==> src/rtl/tick_controller_pkg.sv <==
`default_nettype none
// ============================================================================
// Module      : tick_controller_pkg
// Description : Shared state encoding and default constants for the
//               tick_controller divide-by-N tick scheduler.
// Revision    : 1.0 - initial release
// ============================================================================
package tick_controller_pkg;

    // FSM state encoding
    typedef enum logic [1:0] {
        IDLE = 2'd0,
        RUN  = 2'd1,
        DONE = 2'd2
    } state_t;

    // Default build parameters: 1 s tick off a 50 MHz board clock
    localparam int c_default_cnt_w = 26;
    localparam int c_default_div   = 50000000;

    // Smallest divide ratio that still yields a distinct one-cycle tick
    localparam int MIN_DIV = 2;

endpackage : tick_controller_pkg
`default_nettype wire

==> src/rtl/tick_counter.sv <==
`default_nettype none
// ============================================================================
// Module      : tick_counter
// Description : CNT_W-bit divide counter with clear, enable and terminal
//               compare against a divide ratio; emits a registered one-cycle
//               pulse on the edge after the terminal count is reached.
// Revision    : 1.0 - initial release
// ============================================================================
module tick_counter
    import tick_controller_pkg::*;
#(
    parameter int CNT_W = c_default_cnt_w
) (
    input  logic             clk,
    input  logic             rst_n,
    input  logic             i_clr,
    input  logic             i_en,
    input  logic [CNT_W-1:0] i_div,
    output logic             o_term,
    output logic             o_pulse
);

    logic [CNT_W-1:0] r_count;
    logic             r_pulse;

    // Terminal count is only honoured when running and not being cleared,
    // so stop/re-arm on the terminal edge suppresses the tick.
    assign o_term  = i_en && !i_clr && (r_count == (i_div - CNT_W'(1)));
    assign o_pulse = r_pulse;

    // Counter: held at zero while disabled or cleared, wraps at terminal count
    always_ff @(posedge clk or negedge rst_n) begin
        if (!rst_n) begin
            r_count <= '0;
        end else if (i_clr || !i_en || o_term) begin
            r_count <= '0;
        end else begin
            r_count <= r_count + CNT_W'(1);
        end
    end

    // Registered terminal pulse, high for exactly one cycle per terminal count
    always_ff @(posedge clk or negedge rst_n) begin
        if (!rst_n) begin
            r_pulse <= 1'b0;
        end else begin
            r_pulse <= o_term;
        end
    end

endmodule : tick_counter
`default_nettype wire

==> src/rtl/tick_controller.sv <==
`default_nettype none
// ============================================================================
// Module      : tick_controller
// Description : Programmable tick scheduler. Produces one-cycle clock-enable
//               pulses (tick) and a square wave (sq_out) from clock_50, with
//               periodic / one-shot modes, run/stop control and a valid/ready
//               divide-ratio config port.
//               Optional macro TICK_CONTROLLER_TICK_COUNT_EN adds an 8-bit
//               wrapping tick counter output (tick_count).
// Revision    : 1.0 - initial release
// ============================================================================
module tick_controller
    import tick_controller_pkg::*;
#(
    parameter int CNT_W       = c_default_cnt_w,
    parameter int DEFAULT_DIV = c_default_div
) (
    input  logic             clock_50,
    input  logic             reset,
    input  logic             cfg_valid,
    output logic             cfg_ready,
    input  logic [CNT_W-1:0] cfg_div,
    input  logic             cfg_oneshot,
    input  logic             start,
    input  logic             stop,
    output logic             tick,
    output logic             sq_out,
    output logic             busy,
`ifdef TICK_CONTROLLER_TICK_COUNT_EN
    output logic [7:0]       tick_count,
`endif
    output logic             done
);

    localparam logic [CNT_W-1:0] c_min_div   = CNT_W'(MIN_DIV);
    localparam logic [CNT_W-1:0] c_reset_div = CNT_W'(DEFAULT_DIV);

    state_t           r_state;
    state_t           w_next_state;
    logic [CNT_W-1:0] r_div;
    logic             r_oneshot;
    logic             r_sq;
    logic             w_cfg_load;
    logic [CNT_W-1:0] w_cfg_div_eff;
    logic             w_clr;
    logic             w_run;
    logic             w_term;
    logic             w_start_fresh;

    assign w_run         = (r_state == RUN);
    assign cfg_ready     = !w_run;
    assign busy          = w_run;
    assign done          = (r_state == DONE);
    assign sq_out        = r_sq;
    assign w_clr         = stop || start;
    assign w_cfg_load    = cfg_valid && cfg_ready;
    assign w_start_fresh = start && !stop && !w_run;
    assign w_cfg_div_eff = (cfg_div < c_min_div) ? c_min_div : cfg_div;

    tick_counter #(
        .CNT_W (CNT_W)
    ) u_tick_counter (
        .clk     (clock_50),
        .rst_n   (reset),
        .i_clr   (w_clr),
        .i_en    (w_run),
        .i_div   (r_div),
        .o_term  (w_term),
        .o_pulse (tick)
    );

    // FSM state register
    always_ff @(posedge clock_50 or negedge reset) begin
        if (!reset) begin
            r_state <= IDLE;
        end else begin
            r_state <= w_next_state;
        end
    end

    // Next-state logic: stop beats start beats terminal count
    always_comb begin
        w_next_state = r_state;
        if (stop) begin
            w_next_state = IDLE;
        end else if (start) begin
            w_next_state = RUN;
        end else if (w_term && r_oneshot) begin
            w_next_state = DONE;
        end
    end

    // Config registers, only writable outside RUN so a run never sees a change
    always_ff @(posedge clock_50 or negedge reset) begin
        if (!reset) begin
            r_div     <= c_reset_div;
            r_oneshot <= 1'b0;
        end else if (w_cfg_load) begin
            r_div     <= w_cfg_div_eff;
            r_oneshot <= cfg_oneshot;
        end
    end

    // Square wave toggles on every accepted terminal count
    always_ff @(posedge clock_50 or negedge reset) begin
        if (!reset) begin
            r_sq <= 1'b0;
        end else if (w_term) begin
            r_sq <= !r_sq;
        end
    end

`ifdef TICK_CONTROLLER_TICK_COUNT_EN
    logic [7:0] r_tick_count;

    assign tick_count = r_tick_count;

    // Tick counter: cleared by a fresh start, survives a re-arm, wraps at 255
    always_ff @(posedge clock_50 or negedge reset) begin
        if (!reset) begin
            r_tick_count <= 8'd0;
        end else if (w_start_fresh) begin
            r_tick_count <= 8'd0;
        end else if (w_term) begin
            r_tick_count <= r_tick_count + 8'd1;
        end
    end
`else
    logic w_unused;
    assign w_unused = w_start_fresh;
`endif

endmodule : tick_controller
`default_nettype wire

==> config.mk <==
export PLATFORM = sky130hd
export DESIGN_NAME = tick_controller
export DESIGN_NICKNAME = d
export VERILOG_FILES = /design/src/rtl/tick_controller_pkg.sv /design/src/rtl/tick_counter.sv /design/src/rtl/tick_controller.sv
export SDC_FILE = /design/constraint.sdc
export NUM_CORES = 1
export LEC_CHECK = 0
export BUFFER_PORTS_ARGS = -buffer_cell sky130_fd_sc_hd__buf_2
export CAP_MARGIN = 0
export CORE_ASPECT_RATIO = 1.5
export CORE_MARGIN = 4
export CORE_UTILIZATION = 55
export DETAILED_ROUTE_END_ITERATION = 10
export MAX_ROUTING_LAYER = met4
export PLACE_DENSITY = 0.75
export SETUP_SLACK_MARGIN = 0.02
export SYNTH_ARGS = -nofsm -noshare
export SYNTH_HDL_FRONTEND = slang
export SYNTH_SLANG_ARGS = --single-unit
==> constraint.sdc <==
create_clock -name clock_50 -period 3.8 [get_ports clock_50]
set_input_delay 0.95 -clock clock_50 [delete_from_list [all_inputs] [get_ports clock_50]]
set_output_delay 0.95 -clock clock_50 [all_outputs]
set_load 0.01 [all_outputs]
==> key figures <==
Global route
  • Total GRT Usage: 23.6%
  • Vias in the first global route: 2971
  • Largest net degree at the start of global routing: 32
  • Remaining global-route overflow: 0
  • Initial antenna violation count: 0
  • First-pass GRT wire length: 13800 µm

Synth
  • Yosys cell types: 57
  • FFs w/ async S/R, synth: 100%
  • Yosys top cell area share: between 30% and 40%
  • Syn nets: about 390
  • Post-Synthesis Cells: 360
  • Post-synth EDFFs: 0
  • Most used flip-flop cell after synthesis: dfrtp_1
  • Mean cell area of the mapped netlist: a little under 10 µm²
  • Yosys warns: 0
  • Top cells by area, synth: dfrtp_1, dfstp_2, xnor2_1, mux2_2, xor2_1
  • Number of synthesized register bits: 57
  • Mapped cell area: roughly 3500 µm²
  • Synth area leader: dfrtp_1
  • Sequential fraction of the synthesis area: just over 40%

Worst setup path
  • Setup crit start kind: flip-flop
  • CP Class: flip-flop to flip-flop
  • Worst path slowest cell: o21ai_4
  • Worst-path fanout max: 26
  • Required @ worst endpoint: around 4.0 ns
  • Critical Path AT: 3.49 ns
  • Worst setup EP type: flip-flop
  • Max incr delay on CP: 0.62 ns
  • Crit path cell chain: inv_1 > ha_1 > nor3b_1 > nand2_1 > or2_2 > a211o_1 > a31oi_1 > o22ai_1 > o21ai_4 > nor2_1
  • R2r setup slk: ~0.51 ns

Clock tree
  • Clock transition at path regs: 0.07 ns
  • TritonCTS Buffers: 9
  • Post-cts sizing count: 0
  • Htree depth: 3
  • CTS Sinks: 57
  • CTS tree: built
  • CTS Buffer Depth: 2
  • Hold-fix buffers at CTS: 0
  • Root Driver: clkbuf_8
  • Worst-skew pair later-pin latency: 0.34 ns
  • # Post-CTS Setup Buffers: 0

Drt
  • Iteration-0 DRC Markers: 111
  • DRC viols: 0
  • Final WL: approximately 8100 µm
  • Total vias in the final route: 2825
  • Antenna Violating Nets Remaining: 0
  • Via/cell ratio: slightly below 6
  • WL per Instance: 17.0 µm
  • DRT Pass-1 Iters: 5

Final layout
  • Layout cell share with drive strength beyond 1: 25.8%
  • Area grow syn2layout: 11.8%
  • Cell Count, Final, Fillers Out: between 400 and 500
  • Commonest non-fill, non-tap cell in the layout: nor2_1
  • # nets final: 429
  • Finished Cell Area: around 3900 µm²
  • # diodes: 0
  • Commonest non-fill, non-tap cells in the layout: nor2_1, dfrtp_1, buf_2

Die
  • Core Rows: 35
  • Die height: 106 µm
  • Die footprint: 7790 µm²
  • Core footprint: 6170 µm²
  • I/O Pins: 37
  • Starting Density: 57.1%
  • Die X: 73.4 µm

Hold path
  • Worst min path class: flip-flop to flip-flop

Placement
  • Setup WS pre-CTS: 0.551 ns
  • GP Congestion: 0.869
  • I/O Buffers: 36
  • Total placed cells including tap cells: 458
  • Area post-placement: 3750 µm²
  • HPWL Detailed: slightly above 6000 µm

Flow run
  • Max Cap Viol: 0

STA
  • Fin crit period: roughly 3.3 ns
  • Setup Skew: 0.00859 ns
  • Fin Setup TNS: 0 ns
  • Final setup margin: 0.512 ns
  • Final Slew Violations: 0
  • Relative slew slack: between 40% and 50%
  • Worst-Margin Slew: roughly 0.83 ns
  • Unrepaired setup endpoints after global routing: false
  • Final hold violation count: 0
  • Period utilization: 86.5%
  • Final setup vio count: 0
  • Fmax: 304 MHz

Power and ir drop
  • Pleak: 1.54 nW
  • Power Density: 396 nW/µm²
  • IR Drop Worst-Case VDD: 0.257 mV

Outcome
  • Status: finished clean
[power by group]
part / switching [mW] / total (mW) / internal, mW
Sequential: 0.0785 / 0.744 / 0.666
Combinational: 0.130 / 0.255 / 0.125
Clock: 0.247 / 0.565 / 0.318
Total: 0.455 / 1.56 / 1.11
[metal layers]
metal / vias to the layer above / share of wire, % / track usage [%]
li1: 1347 / - / -
met1: 1381 / 38 / 24.6
met2: 70 / 54 / 40.2
met3: 27 / 3.9 / 4.92
met4: 0 / 4.8 / 13.2
met5: - / 0 / -
[cell families (layout without fill, tap and decap cells)]
group | count (synthesis) | after routing | synth area share (%)
AO/OA/AOI/OAI | 31 | 31 | 6.81
adder cells (fa/ha/maj) | 2 | 2 | 0.709
multiplexers | 26 | 26 | 8.23
flip-flops | 57 | 57 | 40.9
AND/OR/NAND/NOR | 165 | 165 | 26.5
buffers and inverters | 22 | 62 | 2.77
XOR/XNOR | 57 | 57 | 14.1
[state kept, by name, summed over array words and instances (netlist names)]
signal and flops:
r_div 26, r_oneshot 1, r_state 2, sq_out 1, u_tick_counter.o_pulse 1, u_tick_counter.r_count 26
[stage by stage]
stage	util, %	total power, mW	hold slack, ns
5_1_grt	63.9	1.65	0.510
3_3_place_gp	60.7	1.00	0.455
4_1_cts	63.9	1.58	0.472
2_1_floorplan	-	0.923	0.450
6_report	63.9	1.56	0.473
3_5_place_dp	60.7	1.01	0.456
[final cells by class]
| class | count | area [µm²] |
|---|---|---|
| tap | 74 | 92.6 |
| timing repair buffer | 38 | 195 |
| fill | 522 | 2230 |
| inverter | 8 | 30.0 |
| sequential | 57 | 1440 |
| clock buffer | 11 | 141 |
| multi-input combinational | 281 | 1990 |
| clock inverter | 5 | 55.1 |
[cell usage after synthesis, drive strengths merged (3+ instances only)]
| library cell | count |
|---|---|
| xor2 | 26 |
| nand2b | 3 |
| dfstp | 12 |
| and3 | 5 |
| a21oi | 3 |
| buf | 5 |
| inv | 8 |
| clkbuf | 9 |
| o211ai | 4 |
| mux2 | 24 |
| or3 | 5 |
| and4 | 3 |
| nand3 | 19 |
| nor2b | 3 |
| a31oi | 5 |
| o21ai | 3 |
| dfrtp | 45 |
| xnor2 | 31 |
| nand4b | 3 |
| nor2 | 53 |
| nor4b | 4 |
| nand2 | 18 |
| nor4 | 12 |
| nand4 | 10 |
| nand3b | 3 |
| nor3 | 16 |
[path summary, 6_finish.rpt]
| path | startpoint | endpoint | depth (start not counted) |
|---|---|---|---|
| max | r_div[0] | u_tick_counter.r_count[20] | 10 |
| min | sq_out | sq_out | 1 |
| max reg2reg | r_div[0] | u_tick_counter.r_count[20] | 10 |
| min reg2reg | sq_out | sq_out | 1 |
| max in group asynchronous | reset | r_div[7] | 2 |
| min in group asynchronous | reset | sq_out | 1 |
[critical path, delay by kind of cell (launching register included)]
kind / cells / cell delay, ns
compound gates: 4 / 1.38
flops: 1 / 0.41
fa+ha+maj: 1 / 0.19
simple gates: 4 / 1.06
buf+inv: 1 / 0.09
Power figures use the tool's default switching activity.
